<file path="src/rtl/centroid_pkg.sv">
// Shared types and width helpers for the multi-channel centroid engine.
package centroid_pkg;

  // Engine phases: accumulate a frame, then walk the channels emitting results.
  typedef enum logic [2:0] {
    ACCUM,
    LOAD,
    DIV_X,
    DIV_Y,
    EMIT
  } state_e;

  // Width of an x coordinate sum: enough headroom for a saturated counter.
  function automatic int sx_w(input int h_width, input int cnt_width);
    return h_width + cnt_width;
  endfunction

  // Width of a y coordinate sum.
  function automatic int sy_w(input int v_width, input int cnt_width);
    return v_width + cnt_width;
  endfunction

  // Channel index width; a single-channel build still carries a 1-bit index.
  function automatic int ch_w(input int num_ch);
    return (num_ch <= 1) ? 1 : $clog2(num_ch);
  endfunction

endpackage

</file>
<file path="src/rtl/centroid_multi_divider.sv">
// Restoring unsigned divider, one quotient bit per cycle.
// Handshake: start_in is a one-cycle request that samples dividend_in and
// divisor_in; done_out pulses for one cycle exactly WIDTH cycles after the
// start cycle, and quotient_out is valid in that cycle (and holds until the
// next start). A start while busy restarts the division.
module divider_iter #(
  parameter int WIDTH = 32
) (
  input  logic             clk_in,
  input  logic             rst_in,
  input  logic             start_in,
  input  logic [WIDTH-1:0] dividend_in,
  input  logic [WIDTH-1:0] divisor_in,
  output logic [WIDTH-1:0] quotient_out,
  output logic             done_out
);

  localparam int CW = $clog2(WIDTH + 1);

  logic [WIDTH-1:0] rem_q, rem_d;
  logic [WIDTH-1:0] quo_q, quo_d;
  logic [WIDTH-1:0] dvs_q, dvs_d;
  logic [CW-1:0]    cnt_q, cnt_d;
  logic             busy_q, busy_d;

  logic [WIDTH-1:0] rem_src, quo_src, dvs_src, rem_shift, new_rem, new_quo;
  logic             ge;

  // One restoring step per cycle; the start cycle already performs the first step.
  always_comb begin
    rem_d  = rem_q;
    quo_d  = quo_q;
    dvs_d  = dvs_q;
    cnt_d  = cnt_q;
    busy_d = busy_q;

    rem_src = start_in ? '0          : rem_q;
    quo_src = start_in ? dividend_in : quo_q;
    dvs_src = start_in ? divisor_in  : dvs_q;

    // The shifted remainder is WIDTH+1 bits wide; its top bit alone proves
    // it is at least the divisor, and the WIDTH-bit difference is then exact.
    rem_shift = {rem_src[WIDTH-2:0], quo_src[WIDTH-1]};
    ge        = rem_src[WIDTH-1] | (rem_shift >= dvs_src);
    new_rem   = ge ? (rem_shift - dvs_src) : rem_shift;
    new_quo   = {quo_src[WIDTH-2:0], ge};

    if (start_in) begin
      rem_d  = new_rem;
      quo_d  = new_quo;
      dvs_d  = divisor_in;
      cnt_d  = CW'(WIDTH - 1);
      busy_d = 1'b1;
    end else if (busy_q && (cnt_q != '0)) begin
      rem_d = new_rem;
      quo_d = new_quo;
      cnt_d = cnt_q - CW'(1);
    end else if (busy_q) begin
      busy_d = 1'b0;
    end
  end

  // Divider state register.
  always_ff @(posedge clk_in) begin
    if (rst_in) begin
      rem_q  <= '0;
      quo_q  <= '0;
      dvs_q  <= '0;
      cnt_q  <= '0;
      busy_q <= 1'b0;
    end else begin
      rem_q  <= rem_d;
      quo_q  <= quo_d;
      dvs_q  <= dvs_d;
      cnt_q  <= cnt_d;
      busy_q <= busy_d;
    end
  end

  assign quotient_out = quo_q;
  assign done_out     = busy_q && (cnt_q == '0);

endmodule

</file>
<file path="src/rtl/centroid_multi.sv">
// Multi-channel centroid engine: per-channel coordinate sums and pixel counts
// are accumulated over a frame; a tabulate pulse then emits one result per
// channel in channel order through a single shared iterative divider.
// valid_out is a one-cycle strobe with no back-pressure; result outputs hold
// until the next strobe. Pixels and tabulate pulses arriving while busy_out
// is high are dropped.
module centroid_multi
  import centroid_pkg::*;
#(
  parameter int H_WIDTH   = 11,
  parameter int V_WIDTH   = 10,
  parameter int NUM_CH    = 4,
  parameter int MIN_MASS  = 1,
  parameter int CNT_WIDTH = H_WIDTH + V_WIDTH
) (
  input  logic                      clk_in,
  input  logic                      rst_in,
  input  logic [H_WIDTH-1:0]        x_in,
  input  logic [V_WIDTH-1:0]        y_in,
  input  logic [ch_w(NUM_CH)-1:0]   ch_in,
  input  logic                      valid_in,
  input  logic                      tabulate_in,
  output logic [H_WIDTH-1:0]        x_out,
  output logic [V_WIDTH-1:0]        y_out,
  output logic [ch_w(NUM_CH)-1:0]   ch_out,
  output logic                      found_out,
  output logic                      valid_out,
  output logic                      busy_out
);

  localparam int SX_W  = sx_w(H_WIDTH, CNT_WIDTH);
  localparam int SY_W  = sy_w(V_WIDTH, CNT_WIDTH);
  localparam int CH_W  = ch_w(NUM_CH);
  localparam int DIV_W = SX_W;

  state_e               state_q, state_d;
  logic [CH_W-1:0]      k_q, k_d;
  logic [SX_W-1:0]      sx_q  [NUM_CH];
  logic [SX_W-1:0]      sx_d  [NUM_CH];
  logic [SY_W-1:0]      sy_q  [NUM_CH];
  logic [SY_W-1:0]      sy_d  [NUM_CH];
  logic [CNT_WIDTH-1:0] cnt_q [NUM_CH];
  logic [CNT_WIDTH-1:0] cnt_d [NUM_CH];
  logic [H_WIDTH-1:0]   x_res_q, x_res_d;
  logic                 start_q, start_d;
  logic [H_WIDTH-1:0]   x_out_q, x_out_d;
  logic [V_WIDTH-1:0]   y_out_q, y_out_d;
  logic [CH_W-1:0]      ch_out_q, ch_out_d;
  logic                 found_q, found_d;
  logic                 valid_q, valid_d;

  logic [DIV_W-1:0]     div_dividend, div_divisor, div_quotient;
  logic                 div_done;
  logic                 pix_ok;
  logic                 unused_quo_hi;

  // Divider operands follow the current phase: x sum in DIV_X, y sum in DIV_Y.
  always_comb begin
    div_dividend = (state_q == DIV_Y) ? DIV_W'(sy_q[k_q]) : sx_q[k_q];
    div_divisor  = DIV_W'(cnt_q[k_q]);
  end

  // Quotient bits above the coordinate width are never needed.
  assign unused_quo_hi = ^div_quotient[DIV_W-1:H_WIDTH];

  divider_iter #(
    .WIDTH (DIV_W)
  ) u_div (
    .clk_in       (clk_in),
    .rst_in       (rst_in),
    .start_in     (start_q),
    .dividend_in  (div_dividend),
    .divisor_in   (div_divisor),
    .quotient_out (div_quotient),
    .done_out     (div_done)
  );

  // Next-state, accumulation and result-register logic.
  always_comb begin
    state_d  = state_q;
    k_d      = k_q;
    sx_d     = sx_q;
    sy_d     = sy_q;
    cnt_d    = cnt_q;
    x_res_d  = x_res_q;
    start_d  = 1'b0;
    x_out_d  = x_out_q;
    y_out_d  = y_out_q;
    ch_out_d = ch_out_q;
    found_d  = found_q;
    valid_d  = 1'b0;

    // Out-of-range channels and saturated counters drop the pixel.
    pix_ok = valid_in && (int'(ch_in) < NUM_CH) && !(&cnt_q[ch_in]);

    case (state_q)
      ACCUM: begin
        if (pix_ok) begin
          sx_d[ch_in]  = sx_q[ch_in] + SX_W'(x_in);
          sy_d[ch_in]  = sy_q[ch_in] + SY_W'(y_in);
          cnt_d[ch_in] = cnt_q[ch_in] + CNT_WIDTH'(1);
        end
        if (tabulate_in) begin
          state_d = LOAD;
          k_d     = '0;
        end
      end
      LOAD: begin
        if (cnt_q[k_q] < CNT_WIDTH'(MIN_MASS)) begin
          x_out_d  = '0;
          y_out_d  = '0;
          ch_out_d = k_q;
          found_d  = 1'b0;
          valid_d  = 1'b1;
          state_d  = EMIT;
        end else begin
          start_d = 1'b1;
          state_d = DIV_X;
        end
      end
      DIV_X: begin
        if (div_done) begin
          x_res_d = div_quotient[H_WIDTH-1:0];
          start_d = 1'b1;
          state_d = DIV_Y;
        end
      end
      DIV_Y: begin
        if (div_done) begin
          x_out_d  = x_res_q;
          y_out_d  = div_quotient[V_WIDTH-1:0];
          ch_out_d = k_q;
          found_d  = 1'b1;
          valid_d  = 1'b1;
          state_d  = EMIT;
        end
      end
      EMIT: begin
        sx_d[k_q]  = '0;
        sy_d[k_q]  = '0;
        cnt_d[k_q] = '0;
        if (k_q == CH_W'(NUM_CH - 1)) begin
          state_d = ACCUM;
        end else begin
          k_d     = k_q + CH_W'(1);
          state_d = LOAD;
        end
      end
      default: state_d = ACCUM;
    endcase
  end

  // State, accumulators and output registers; reset aborts any emission.
  always_ff @(posedge clk_in) begin
    if (rst_in) begin
      state_q  <= ACCUM;
      k_q      <= '0;
      x_res_q  <= '0;
      start_q  <= 1'b0;
      x_out_q  <= '0;
      y_out_q  <= '0;
      ch_out_q <= '0;
      found_q  <= 1'b0;
      valid_q  <= 1'b0;
      for (int i = 0; i < NUM_CH; i++) begin
        sx_q[i]  <= '0;
        sy_q[i]  <= '0;
        cnt_q[i] <= '0;
      end
    end else begin
      state_q  <= state_d;
      k_q      <= k_d;
      x_res_q  <= x_res_d;
      start_q  <= start_d;
      x_out_q  <= x_out_d;
      y_out_q  <= y_out_d;
      ch_out_q <= ch_out_d;
      found_q  <= found_d;
      valid_q  <= valid_d;
      sx_q     <= sx_d;
      sy_q     <= sy_d;
      cnt_q    <= cnt_d;
    end
  end

  assign x_out     = x_out_q;
  assign y_out     = y_out_q;
  assign ch_out    = ch_out_q;
  assign found_out = found_q;
  assign valid_out = valid_q;
  assign busy_out  = (state_q != ACCUM);

endmodule

</file>
<file path="config.mk">
export PLATFORM = sky130hd
export DESIGN_NAME = centroid_multi
export DESIGN_NICKNAME = d
export VERILOG_FILES = /design/src/rtl/centroid_pkg.sv /design/src/rtl/centroid_multi_divider.sv /design/src/rtl/centroid_multi.sv
export SDC_FILE = /design/constraint.sdc
export NUM_CORES = 1
export LEC_CHECK = 0
export ABC_AREA = 1
export CAP_MARGIN = 5
export CORE_MARGIN = 4
export CORE_UTILIZATION = 40
export CTS_BUF_LIST = sky130_fd_sc_hd__clkbuf_16
export DETAILED_ROUTE_END_ITERATION = 10
export PLACE_DENSITY = 0.53
export SLEW_MARGIN = 20
export SYNTH_ARGS = -nofsm -noshare
export SYNTH_HDL_FRONTEND = slang
export SYNTH_SLANG_ARGS = --single-unit
</file>
<file path="constraint.sdc">
create_clock -name clk_in -period 4.2 [get_ports clk_in]
set_clock_uncertainty 0.05 [all_clocks]
set_input_delay 0.84 -clock clk_in [delete_from_list [all_inputs] [get_ports clk_in]]
set_output_delay 0.84 -clock clk_in [all_outputs]
set_load 0.02 [all_outputs]
</file>
==> flow_metrics.py, run 1 <==
metrics = {
    "status": {
        "status": "completed",
    },
    "yosys": {
        "yosys.cell_types.count": 50,
        "synth_edf_count": 0,
        "yosys_warnings": 0,
        "ys_seq_area_frac": 0.284,
        "yosys.area_share.xor_xnor": 0.00931,
        "post_synth_fa_ha_maj_area_fraction": 0.0236,
        "mappedNetlistNets": 6035,
        "synth_top_cells_by_area": "sky130_fd_sc_hd__dfxtp_1, sky130_fd_sc_hd__nand2_1, sky130_fd_sc_hd__nor2_1",
        "muxShareOfSynthArea": 0,
        "complex_gate_fraction_of_the_synthesized_area": 0.136,
        "ys_dominant_reg_cell": "sky130_fd_sc_hd__dfxtp_1",
        "netlist.top_cell.by_area": "sky130_fd_sc_hd__dfxtp_1",
        "yosysTopAreaCellShare": 0.284,
        "synth_instances": 5946,
        "synthesis.area_um2": 33900,
        "yosys_register_bits": 481,
        "synth.avg_cell_area_um2": 5.70,
        "dominant_combinational_cell_family_by_area_after_synthesis": "simple AND/OR/NAND/NOR gates",
        "fraction_of_registers_with_async_set_reset": 0,
        "yosys.area_share.simple": 0.434,
    },
    "placed_design": {
        "portBuffers": 52,
        "gp_congestion": 0.920,
        "place_hpwl_mm": 90.9,
    },
    "setup_path": {
        "r2r_cells": 21,
        "critical_path.startpoint_type": "flop",
        "critPathCaptureType": "flop",
        "path_type_of_the_worst_setup_path": "reg -> reg",
        "critical_path_at_ps": 4350,
        "cp_max_fo": 14,
        "critical_path_required_ps": 4750,
    },
    "die": {
        "io-pin-count": 53,
        "floorplan.initialDensity": 0.404,
        "floorplan.rows": 106,
        "dieWidth_um": 299,
        "dieArea_um2": 89400,
        "die_h_um": 299,
        "core_area_um2": 83800,
    },
    "final_layout": {
        "fin_nets": 5957,
        "antenna_cells_inserted": 0,
        "syn2layout_area_growth_pct": 11.7,
        "layout-drive-gt1-share": 0.0510,
    },
    "power": {
        "p_comb_frac": 0.484,
        "power.switching_w": 0.00981,
        "pwr-share-clk": 0.253,
        "vdd_ir_drop_max_uv": 472,
        "leakagePower_nw": 17.7,
        "power.share.sequential": 0.263,
        "power_switching_share": 0.462,
        "power.total_w": 0.0212,
        "power.density_cell_area_nw_per_um2": 561,
        "power_report.internal_total_w": 0.0114,
    },
    "clock_tree": {
        "cts_tree": "done",
        "cts_hold_repair.buffers": 0,
        "tritoncts.num_buffers": 61,
        "clock-sinks": 481,
        "cts.clk_slew.worst_paths_ps": 60,
        "ctsLongestPathBuffers": 3,
        "post_cts_resize_count": 0,
        "clk-insertion-delay-late_ps": 680,
        "post-cts-setup-buffers": 0,
        "h-tree-depth": 2,
        "library_cell_used_as_clock_root_buffer": "sky130_fd_sc_hd__clkbuf_16",
    },
    "global_route": {
        "grt.total_usage": 0.301,
        "globalRouteOverflowTotal": 0,
        "initial_antenna_violation_count": 3,
        "maximum_number_of_pins_on_one_net_before_global_route_repair": 135,
        "grt_first_pass_wirelength_mm": 212,
        "number_of_global_route_vias_before_repair": 34600,
    },
    "routing": {
        "drt-total-wl_mm": 140,
        "num_vias": 37900,
        "detail_route.vias_per_cell": 5.38,
        "ant_nets": 0,
        "drcViolationCount": 0,
        "wl_per_cell_um": 19.8,
        "firstDrtPassIters": 9,
        "detailedRoute.firstIterationViolations": 3829,
    },
    "hold_path": {
        "whs_path_depth": 1,
        "min_path_type": "reg -> reg",
    },
    "sta": {
        "timing.fmax_mhz": 263,
        "timing.max_slew.rel_slack": 0.232,
        "final-hold-violation-count": 0,
        "maxSlewViolCount": 0,
        "finalWorstPathRequiredPeriod_ps": 3800,
        "setup_total_negative_slack_ps": 0,
        "final_worst_path_cycle_share": 0.906,
        "setup_viol_count_final": 0,
        "rsz0062_at_grt": "false",
        "slew_at_the_pin_closest_to_its_max_slew_limit_ps": 1150,
    },
    "run": {
        "max_cap_violations": 0,
    },
}
[synthesized netlist by cell type, types with 7 or more instances]
cell type / n
sky130_fd_sc_hd__xor2_1: 24
sky130_fd_sc_hd__a41oi_1: 31
sky130_fd_sc_hd__o22ai_1: 97
sky130_fd_sc_hd__nand2_1: 1960
sky130_fd_sc_hd__nor2_2: 8
sky130_fd_sc_hd__o221ai_1: 16
sky130_fd_sc_hd__nand2_2: 11
sky130_fd_sc_hd__dfxtp_1: 481
sky130_fd_sc_hd__nand3b_1: 39
sky130_fd_sc_hd__o31ai_1: 10
sky130_fd_sc_hd__o21ai_0: 351
sky130_fd_sc_hd__buf_6: 31
sky130_fd_sc_hd__inv_1: 553
sky130_fd_sc_hd__xnor2_1: 12
sky130_fd_sc_hd__ha_1: 59
sky130_fd_sc_hd__clkinv_1: 7
sky130_fd_sc_hd__nor3_1: 11
sky130_fd_sc_hd__clkbuf_1: 183
sky130_fd_sc_hd__buf_4: 21
sky130_fd_sc_hd__buf_2: 66
sky130_fd_sc_hd__a21oi_1: 234
sky130_fd_sc_hd__nand4_1: 26
sky130_fd_sc_hd__buf_1: 46
sky130_fd_sc_hd__a22oi_1: 27
sky130_fd_sc_hd__o21ai_1: 11
sky130_fd_sc_hd__nor2_1: 1030
sky130_fd_sc_hd__nand3_1: 531
sky130_fd_sc_hd__o21bai_1: 14
[per-layer routing]
metal  share of wire  wire [um]  global-route usage  vias up
met5        0.000093         13                   0        -
met4           0.039       5490               0.112        2
met3           0.081      11300              0.0421      310
met2            0.43      60200               0.473     1562
met1            0.45      62600               0.421    17300
li1                -          -                   -    18700
[critical path, cell delays in order, from the launching register on]
cell                       delay, ps
sky130_fd_sc_hd__dfxtp_4         350
sky130_fd_sc_hd__clkinv_2        250
sky130_fd_sc_hd__buf_4           370
sky130_fd_sc_hd__a21oi_1          60
sky130_fd_sc_hd__o21ai_0         100
sky130_fd_sc_hd__nand2_1         130
sky130_fd_sc_hd__nand2_1          70
sky130_fd_sc_hd__o21ai_0         120
sky130_fd_sc_hd__ha_1            400
sky130_fd_sc_hd__nand2_1          60
sky130_fd_sc_hd__o21ai_0         170
sky130_fd_sc_hd__buf_4           160
sky130_fd_sc_hd__nand2_1          50
sky130_fd_sc_hd__nand2_1         140
sky130_fd_sc_hd__nand2_1          90
sky130_fd_sc_hd__nand3_1         110
sky130_fd_sc_hd__nand2_1         100
sky130_fd_sc_hd__nand2_1         180
sky130_fd_sc_hd__nor2_1           80
sky130_fd_sc_hd__inv_1           420
sky130_fd_sc_hd__o21ai_0         160
sky130_fd_sc_hd__nor2_1          110
[path summary, 6_finish.rpt]
check	end	slack, ps	from
setup / recovery	u_div.rem_q[14]	400	k_q[1]
hold / removal	u_div.cnt_q[0]	400	u_div.cnt_q[0]
setup reg to reg	u_div.rem_q[14]	400	k_q[1]
hold reg to reg	u_div.cnt_q[0]	400	u_div.cnt_q[0]
[logic make-up after synthesis]
family                   count (synthesis)
adder cells (fa/ha/maj)                 62
XOR/XNOR                                36
AO/OA/AOI/OAI                          820
flip-flops                             481
AND/OR/NAND/NOR                       3636
buffers and inverters                  911
[state kept, by name, indices dropped and copies added, names as in the netlist]
register            flops
x_out                  11
sx_q                  128
u_div.quotient_out     32
found_out               1
u_div.rem_q            32
valid_out               1
u_div.dvs_q            32
cnt_q                  84
x_res_q                11
ch_out                  2
y_out                  10
u_div.busy_q            1
state_q                 3
sy_q                  124
u_div.cnt_q             6
start_q                 1
k_q                     2
[metrics by stage]
stage               cell area (um^2)  setup WS (ps)  hold slack, ps  instances  utilization
global placement               35900            155             391       6939        0.428
global route                   37800           24.6             420       7051        0.451
floorplan                      33900            332             372       5946            -
CTS                            37800            414             403       7051        0.451
detailed placement             35900            125             394       6939        0.428
finish                         37800            395             403       7051        0.451
[power groups by stage]
stage          logic [W]  registers [W]  clock network (W)
2_1_floorplan    0.00704        0.00552                  0
3_3_place_gp      0.0100        0.00567                  0
3_5_place_dp      0.0100        0.00567                  0
4_1_cts           0.0101        0.00557            0.00546
5_1_grt           0.0114        0.00565            0.00565
6_report          0.0103        0.00558            0.00537
[area by class of cell]
cell class	count	area, um^2
flip-flops and latches	481	9640
inverters	564	2130
well taps	1134	1420
repair buffers	206	2120
multi-input cells	4554	20500
clock buffers	61	1530
clock inverters	51	458
fillers	9207	46000
[placed cells by master, fill, tap and decap left out, types with 11 or more instances in the layout]
cell type	n
sky130_fd_sc_hd__buf_4	121
sky130_fd_sc_hd__ha_1	59
sky130_fd_sc_hd__clkinv_1	21
sky130_fd_sc_hd__clkbuf_16	61
sky130_fd_sc_hd__xor2_1	24
sky130_fd_sc_hd__nand3b_1	39
sky130_fd_sc_hd__o21bai_1	14
sky130_fd_sc_hd__nor3_1	11
sky130_fd_sc_hd__clkdlybuf4s50_1	49
sky130_fd_sc_hd__dfxtp_1	478
sky130_fd_sc_hd__nor2_1	1017
sky130_fd_sc_hd__xnor2_1	12
sky130_fd_sc_hd__nand2_1	1960
sky130_fd_sc_hd__o221ai_1	16
sky130_fd_sc_hd__inv_1	560
sky130_fd_sc_hd__nor2_4	14
sky130_fd_sc_hd__clkinv_2	13
sky130_fd_sc_hd__o21ai_1	11
sky130_fd_sc_hd__buf_12	36
sky130_fd_sc_hd__a41oi_1	31
sky130_fd_sc_hd__o22ai_1	97
sky130_fd_sc_hd__nand3_1	531
sky130_fd_sc_hd__nand4_1	26
sky130_fd_sc_hd__o21ai_0	351
sky130_fd_sc_hd__a21oi_1	234
sky130_fd_sc_hd__a22oi_1	27
Note: power is estimated with default switching activity, not from simulation.
==> run 2, diff against run 1 <==
Settings changed: CORE_MARGIN 4 to 8.
==> flow_metrics.py, run 2 (synthesis results as in run 1) <==
metrics = {
    "clock_tree": {
        "clk-insertion-delay-late_ps": 670,
        "cts_hold_repair.buffers": 0,
        "tritoncts.num_buffers": 61,
        "cts.clk_slew.worst_paths_ps": 60,
        "clock-sinks": 481,
        "ctsLongestPathBuffers": 3,
        "h-tree-depth": 2,
        "library_cell_used_as_clock_root_buffer": "sky130_fd_sc_hd__clkbuf_16",
        "cts_tree": "done",
    },
    "die": {
        "floorplan.rows": 106,
        "die_h_um": 307,
        "dieWidth_um": 307,
        "core_area_um2": 83800,
        "dieArea_um2": 94300,
        "floorplan.initialDensity": 0.404,
        "io-pin-count": 53,
    },
    "final_layout": {
        "fin_nets": 5953,
        "syn2layout_area_growth_pct": 11.2,
        "largest_register_ffs": 128,
        "antenna_cells_inserted": 0,
        "largest-register": "sx_q",
        "layout_top_registers": "sx_q: 128 flops, sy_q: 124 flops, cnt_q: 84 flops",
        "final_common_cell": "sky130_fd_sc_hd__nand2_1",
        "layout-drive-gt1-share": 0.0514,
        "most_used_cells_in_the_layout_excluding_fill_and_tap_cells": "sky130_fd_sc_hd__nand2_1, sky130_fd_sc_hd__nor2_1, sky130_fd_sc_hd__inv_1",
    },
    "power": {
        "leakagePower_nw": 17.6,
        "power.density_cell_area_nw_per_um2": 562,
        "vdd_ir_drop_max_uv": 587,
    },
    "routing": {
        "wl_per_cell_um": 19.7,
        "detail_route.vias_per_cell": 5.37,
        "drt-total-wl_mm": 139,
        "detailedRoute.firstIterationViolations": 3665,
        "drcViolationCount": 0,
        "firstDrtPassIters": 7,
        "ant_nets": 0,
        "num_vias": 37900,
    },
    "sta": {
        "final_worst_path_cycle_share": 0.926,
        "setup_viol_count_final": 0,
        "maxSlewViolCount": 0,
        "slew_at_the_pin_closest_to_its_max_slew_limit_ps": 1150,
        "timing.fmax_mhz": 257,
        "finalWorstPathRequiredPeriod_ps": 3890,
        "timing.max_slew.rel_slack": 0.231,
        "final-hold-violation-count": 0,
        "final_hold_slack_ps": 404,
        "setup_total_negative_slack_ps": 0,
        "rsz0062_at_grt": "true",
    },
    "placed_design": {
        "gp_congestion": 0.930,
        "place_hpwl_mm": 89.4,
        "portBuffers": 52,
    },
    "global_route": {
        "global_route.peak_usage_layer": "met2",
        "groute.layer.met1.usage": 0.389,
        "initial_antenna_violation_count": 1,
        "grt.total_usage": 0.285,
        "globalRouteOverflowTotal": 0,
        "grt_first_pass_wirelength_mm": 213,
        "globalRouteMet2Util": 0.454,
        "global_route.usage.met3": 0.0376,
        "number_of_global_route_vias_before_repair": 34900,
        "maximum_number_of_pins_on_one_net_before_global_route_repair": 135,
    },
    "setup_path": {
        "path_type_of_the_worst_setup_path": "reg -> reg",
        "critical_path_at_ps": 4390,
        "critical_path.startpoint_type": "flop",
        "cp_max_fo": 76,
        "critPathCaptureType": "flop",
        "critical_path_required_ps": 4710,
    },
    "status": {
        "status": "completed",
    },
    "hold_path": {
        "min_path_type": "reg -> reg",
    },
    "run": {
        "max_cap_violations": 0,
    },
}
-- run 2: routing by layer --
layer  routed length, um  vias up  part of all wire
met5                   0        -                 0
met4                5470        0             0.039
met3               10400      291             0.075
met2               61000     1474              0.44
met1               62000    17400              0.45
li1                    -    18700                 -
-- run 2: timing repair --
item	CTS	global route
hold endpoints to repair	0	0
buffers inserted	0	1
endpoints found under the setup margin	0	18
gates resized for setup	0	5
-- run 2: stage by stage --
| stage | setup slack [ps] | power, W | utilization | area, um^2 | cells |
|---|---|---|---|---|---|
| floorplan | 332 | 0.0126 | - | 33900 | 5946 |
| global placement | 108 | 0.0157 | 0.426 | 35700 | 6934 |
| detailed placement | 107 | 0.0157 | 0.426 | 35700 | 6934 |
| CTS | 148 | 0.0211 | 0.449 | 37700 | 7047 |
| global route | -27.9 | 0.0228 | 0.449 | 37700 | 7048 |
| finish | 312 | 0.0212 | 0.449 | 37700 | 7048 |
-- run 2: path summary, 6_finish.rpt --
| path | slack, ps | to | start | cells past startpoint |
|---|---|---|---|---|
| max | 310 | u_div.rem_q[17] | k_q[0] | 20 |
| min | 400 | u_div.dvs_q[24] | u_div.dvs_q[24] | 2 |
| min reg2reg | 400 | u_div.dvs_q[24] | u_div.dvs_q[24] | 2 |
| max reg2reg | 310 | u_div.rem_q[17] | k_q[0] | 20 |
-- run 2: area by class of cell --
| cell class | instances | area, um^2 |
|---|---|---|
| clock inverter | 50 | 383 |
| tap | 1134 | 1420 |
| clock buffer | 63 | 1580 |
| multi-input combinational | 4554 | 20500 |
| sequential | 481 | 9640 |
| inverter | 564 | 2130 |
| fill | 9217 | 46100 |
| timing repair buffer | 202 | 1980 |
-- run 2: power by group --
| part | switching [W] | internal, W | total, W |
|---|---|---|---|
| logic | 0.00706 | 0.00321 | 0.0103 |
| clock network | 0.00227 | 0.00305 | 0.00533 |
| registers | 0.000427 | 0.00516 | 0.00559 |
-- run 2: worst max-delay path, stage by stage, from the launching register on --
cell and delay, ps:
sky130_fd_sc_hd__dfxtp_4 380, sky130_fd_sc_hd__buf_12 320, sky130_fd_sc_hd__nand2_1 100, sky130_fd_sc_hd__nand3_1 100
sky130_fd_sc_hd__nand2_1 120, sky130_fd_sc_hd__nand2_1 80, sky130_fd_sc_hd__o21ai_0 130, sky130_fd_sc_hd__ha_1 380
sky130_fd_sc_hd__a21oi_1 260, sky130_fd_sc_hd__o21ai_0 240, sky130_fd_sc_hd__nand2_1 110, sky130_fd_sc_hd__nand2_1 70
sky130_fd_sc_hd__nand2_1 70, sky130_fd_sc_hd__nand2_1 60, sky130_fd_sc_hd__nor2_1 170, sky130_fd_sc_hd__nand2_1 160
sky130_fd_sc_hd__nor2_2 350, sky130_fd_sc_hd__clkinvlp_4 140, sky130_fd_sc_hd__buf_4 210, sky130_fd_sc_hd__o21ai_0 150
sky130_fd_sc_hd__nor2_1 60
